===== src/rtl/avg_pool_2x2.sv =====
// 2x2 average pooling of a raster pixel stream: horizontal pair sums of even
// rows wait in a half-width line buffer and combine with the odd-row pairs.
module avg_pool_2x2 #(
    parameter int IMG_ROW = 540,
    parameter int IMG_COL = 540
) (
    input  logic       clk,
    input  logic       rst,
    input  logic       clear_i,
    input  logic [7:0] data_i,
    input  logic       valid_i,
    output logic [7:0] data_o,
    output logic       valid_o,
    output logic       done_o,
    output logic [8:0] out_row_o,
    output logic [8:0] out_col_o
);

    localparam int HALF_COL = IMG_COL / 2;
    localparam logic [9:0] LAST_IN_COL  = 10'(IMG_COL - 1);
    localparam logic [9:0] LAST_IN_ROW  = 10'(IMG_ROW - 1);
    localparam logic [8:0] LAST_OUT_COL = 9'(IMG_COL / 2 - 1);
    localparam logic [8:0] LAST_OUT_ROW = 9'(IMG_ROW / 2 - 1);

    logic [9:0] in_col, in_row;
    logic [8:0] out_col, out_row;
    logic [7:0] px_prev;
    logic [8:0] line_buf [HALF_COL];

    logic [8:0] pair;
    logic [8:0] buf_idx;
    logic [9:0] sum;
    logic [7:0] avg;
    logic       accept, write_line, emit;

    // NOTE: every always_comb output gets a value on every path, so no latch is inferred.
    always_comb begin
        accept     = valid_i && !clear_i && !rst;
        pair       = {1'b0, px_prev} + {1'b0, data_i};
        buf_idx    = in_col[9:1];
        sum        = {1'b0, line_buf[buf_idx]} + {1'b0, pair};
        avg        = 8'((sum + 10'd2) >> 2);
        write_line = accept && in_col[0] && !in_row[0];
        emit       = accept && in_col[0] && in_row[0];
    end

    // NOTE: the line buffer has no reset; each entry is rewritten on an even
    // row before an odd row reads it, so clearing it would only cost logic.
    always_ff @(posedge clk) begin
        if (write_line) begin
            line_buf[buf_idx] <= pair;
        end
    end

    // NOTE: sequential state uses non-blocking assignments so every register
    // samples pre-edge values regardless of statement order.
    always_ff @(posedge clk) begin
        if (rst || clear_i) begin
            in_col    <= '0;
            in_row    <= '0;
            out_col   <= '0;
            out_row   <= '0;
            px_prev   <= '0;
            data_o    <= '0;
            valid_o   <= 1'b0;
            done_o    <= 1'b0;
            out_row_o <= '0;
            out_col_o <= '0;
        end else begin
            data_o  <= '0;
            valid_o <= 1'b0;
            done_o  <= 1'b0;
            if (valid_i) begin
                if (in_col == LAST_IN_COL) begin
                    in_col <= '0;
                    in_row <= (in_row == LAST_IN_ROW) ? '0 : in_row + 10'd1;
                end else begin
                    in_col <= in_col + 10'd1;
                end
                if (!in_col[0]) begin
                    px_prev <= data_i;
                end
            end
            if (emit) begin
                data_o    <= avg;
                valid_o   <= 1'b1;
                done_o    <= (out_row == LAST_OUT_ROW) && (out_col == LAST_OUT_COL);
                out_row_o <= out_row;
                out_col_o <= out_col;
                if (out_col == LAST_OUT_COL) begin
                    out_col <= '0;
                    out_row <= (out_row == LAST_OUT_ROW) ? '0 : out_row + 9'd1;
                end else begin
                    out_col <= out_col + 9'd1;
                end
            end
        end
    end

endmodule


===== config.mk =====
export PLATFORM = sky130hd
export DESIGN_NAME = avg_pool_2x2
export DESIGN_NICKNAME = d
export VERILOG_FILES = /design/src/rtl/avg_pool_2x2.sv
export SDC_FILE = /design/constraint.sdc
export NUM_CORES = 2
export LEC_CHECK = 0
export ABC_AREA = 1
export CAP_MARGIN = 30
export CELL_PAD_IN_SITES_DETAIL_PLACEMENT = 0
export CELL_PAD_IN_SITES_GLOBAL_PLACEMENT = 1
export CORE_MARGIN = 4
export CORE_UTILIZATION = 24
export DETAILED_ROUTE_END_ITERATION = 8
export GPL_TIMING_DRIVEN = 0
export PLACE_DENSITY_LB_ADDON = 0.1
export SLEW_MARGIN = 20
export SYNTH_ARGS = -nofsm -noshare
export SYNTH_HDL_FRONTEND = slang
export SYNTH_SLANG_ARGS = --single-unit

===== constraint.sdc =====
create_clock -name clk -period 15.6 [get_ports clk]
set_input_delay 4.68 -clock clk [delete_from_list [all_inputs] [get_ports clk]]
set_output_delay 4.68 -clock clk [all_outputs]
set_load 0.01 [all_outputs]

==> metrics <==
status completed; H-tree depth 5; Critical Path Source Type input port; wire per inst 39.06 um; Comb power frac 5.9%; Post-Syn Area per Cell 12.42 um2; Initial Util 24.11%; Hold Crit Class register to register; Post-synth top cells edfxtp_1 (2430), nor2_1 (1409), o21ai_0 (1096), nand2_1 (906), nand3_1 (774); Final Cycle Share 53.07%; Critical Path Sink Type register; post-CTS setup buffers 0; GR Util All Layers 25.74%; Tmin final 8.280 ns; Synth Net Count 8135; total die area 429200 um2; dpl cell area 115100 um2; fill count 42370; register bit total from synthesis 2513; via count 75950; fin area 125000 um2; first-pass detailed-route iteration total 8; post-synth top area share 72.60%; Cell Pwr Density 125.4 nW/um2; P&R area growth vs syn 24.36%; initial antenna violation count 96; slowest stage cell, crit path xor2_4; synth warn 0; critical path's top delay family compound AO/OA/AOI/OAI gates; CTS Buf Count 308; Placer Congestion 0.9438; TNS Setup 0 ns; DP HPWL 411100 um; critical path buffer and inverter count 6; fmax 120.8 MHz; CTS clock-pin slew for the worst setup and hold paths 0.05 ns; worst path cell trace clkdlybuf4s50_1 -> ha_1 -> a21oi_1 -> nand2_1 -> a21oi_1 -> inv_1 -> a21oi_1 -> xor2_4 -> buf_16 -> buf_8 -> ha_1 -> ha_1 -> nand2_1 -> inv_1 -> o21ai_0 -> nand2_1 -> nand2_1 -> inv_1 -> nor2_1 -> nor2_1 -> nor2_1 -> o21ai_0 -> a21oi_1; largest net degree at the start of global routing 77; critical path class input port to register; vias in the first global route 71450; most frequent cell after synthesis edfxtp_1; Clk pwr share 45.8%; final hold violation count 0; CP max stage delay 0.65 ns; TritonCTS clock tree yes; maximum vdd drop 0.07847 mV; CTS max path bufs 4; sw frac 23.74%; total wire length 568400 um; leakage 41.26 nW; Sequential Power Share 48.3%; final core utilization 29.98%; RSZ-0062 raised after global routing no; vias per cell 5.219; internal power 11.95 mW; Worst EP required 16.44 ns; sequential area share after synthesis 74.25%; drt initial violations 9963; Rows 237; Top Ports 40; CP max FO 17; Post-DRT Antenna Nets 0; ys flop type edfxtp_1; I/O Buffers 39; # clock sinks 2513; # resized after CTS 0; # DRC 0; # placed instances 13950; Psw 3.720 mW; Worst-Margin Slew 1.087 ns; fin cells 14550; Post-CTS Hold Buffers 0; Die H 655.1 um; worst skew pair latency 0.96 ns; Synth area leader edfxtp_1; Core Footprint 416900 um2; Rel. slew slack 27.09%; NumNets Final 8809; number of setup violations in the final report 0; Max-cap violations 0; Final Max Slew Viols 0; Die Span X 655.1 um; final hold slack 0.4684 ns; Final Skew 0.06214 ns; post-synthesis cell type count 46; WP data arrival 9.12 ns; GR Overflow Total 0; asr flop ratio synth 0%; first-pass GRT wire length 728900 um; share of cells above drive strength 1 15.41%; ranking of synthesized cells by area edfxtp_1 (73%), o21ai_0 (5.5%), nor2_1 (5.3%), nand3_1 (3.9%), nand2_1 (3.4%); number of synthesized flops with an enable pin 2430; synthesized area 100500 um2; clock root buffer clkbuf_16; Cells after Synth 8092
## sequential cells by signal, summed over array words and instances (netlist names), named ones only
register,flops
line_buf,2430
in_col,10
in_row,10
out_col,9
out_col_o,9
out_row,9
out_row_o,9
data_o,8
px_prev,8
done_o,1
valid_o,1
## layout make-up
cell class                 count  area [um2]  area share, %
antenna                       50       125.1         0.1001
buffer                       573        2868          2.294
clock buffer                 387        8238          6.590
clock inverter               164        1489          1.191
inverter                      81       307.8         0.2462
multi-input combinational   4925       24060          19.25
sequential                  2513       74630          59.71
tap                         5497        6878          5.502
timing repair buffer         364        6402          5.122
## worst register-to-register path: cells and delay by family, from the launching register on
kind | cells | cell delay, ns
AOI/OAI and AO/OA | 8 | 2.10
buffers and inverters | 10 | 3.02
and+or+nand+nor | 12 | 1.33
DFF | 1 | 0.43
adders and majority gates | 2 | 0.75
## through the flow
step                power (mW)  setup slack (ns)
floorplan                8.120            0.7833
global placement         8.680            -12.85
detailed placement       8.628             6.365
CTS                      15.77             7.359
global route             16.09             6.994
finish                   15.67             7.320
## power by group through the flow
stage / Sequential, mW / Combinational (mW) / Clock (mW)
floorplan: 7.82 / 0.305 / 0
CTS: 7.56 / 0.923 / 7.29
global route: 7.56 / 0.968 / 7.56
detailed placement: 7.70 / 0.924 / 0
finish: 7.56 / 0.930 / 7.18
global placement: 7.99 / 0.694 / 0
## cells in the final DEF, fill, tap and decap left out, types with 54 or more instances in the layout
cell and count:
nor2_4 66, buf_6 103, nor2_1 1146, o21ai_0 1096, clkinv_2 54, a21oi_1 67, clkbuf_1 264, inv_1 72
o22ai_1 519, clkinv_1 73, nand3_1 772, buf_16 116, dfxtp_1 83, buf_2 169, buf_4 65, nand2_1 896
nor2_2 199, buf_8 97, edfxtp_1 2430, clkbuf_2 110, clkbuf_16 319
## kinds of logic after synthesis
group	count (synthesis)	share of synthesized area [%]
AOI/OAI and AO/OA	1733	9.414
xor gates and xnor gates	14	0.1220
adders and majority gates	31	0.4009
buffers and inverters	654	2.978
DFF	2513	74.25
and+or+nand+nor	3147	12.83
## path summary, 6_finish.rpt
path / from / endpoint / slack (ns) / depth (start not counted)
worst min-delay path: out_col_o[4]$_SDFFE_PP0P_ / out_col_o[4]$_SDFFE_PP0P_ / 0.47 / 2
worst max register to register: register / data_o[7]$_SDFF_PP0_ / 7.82 / 32
worst max-delay path: data_i[2] / data_o[7]$_SDFF_PP0_ / 7.32 / 23
worst min register to register: out_col_o[4]$_SDFFE_PP0P_ / out_col_o[4]$_SDFFE_PP0P_ / 0.47 / 2
## metal layers
metal | vias up | track usage (%) | wire length (um)
met3 | 956 | 4.980 | 45340
li1 | 31180 | - | -
met4 | 26 | 12.75 | 32710
met2 | 3993 | 39.17 | 248500
met5 | - | 0 | 178
met1 | 39800 | 34.94 | 241700
Power figures use the tool's default switching activity.
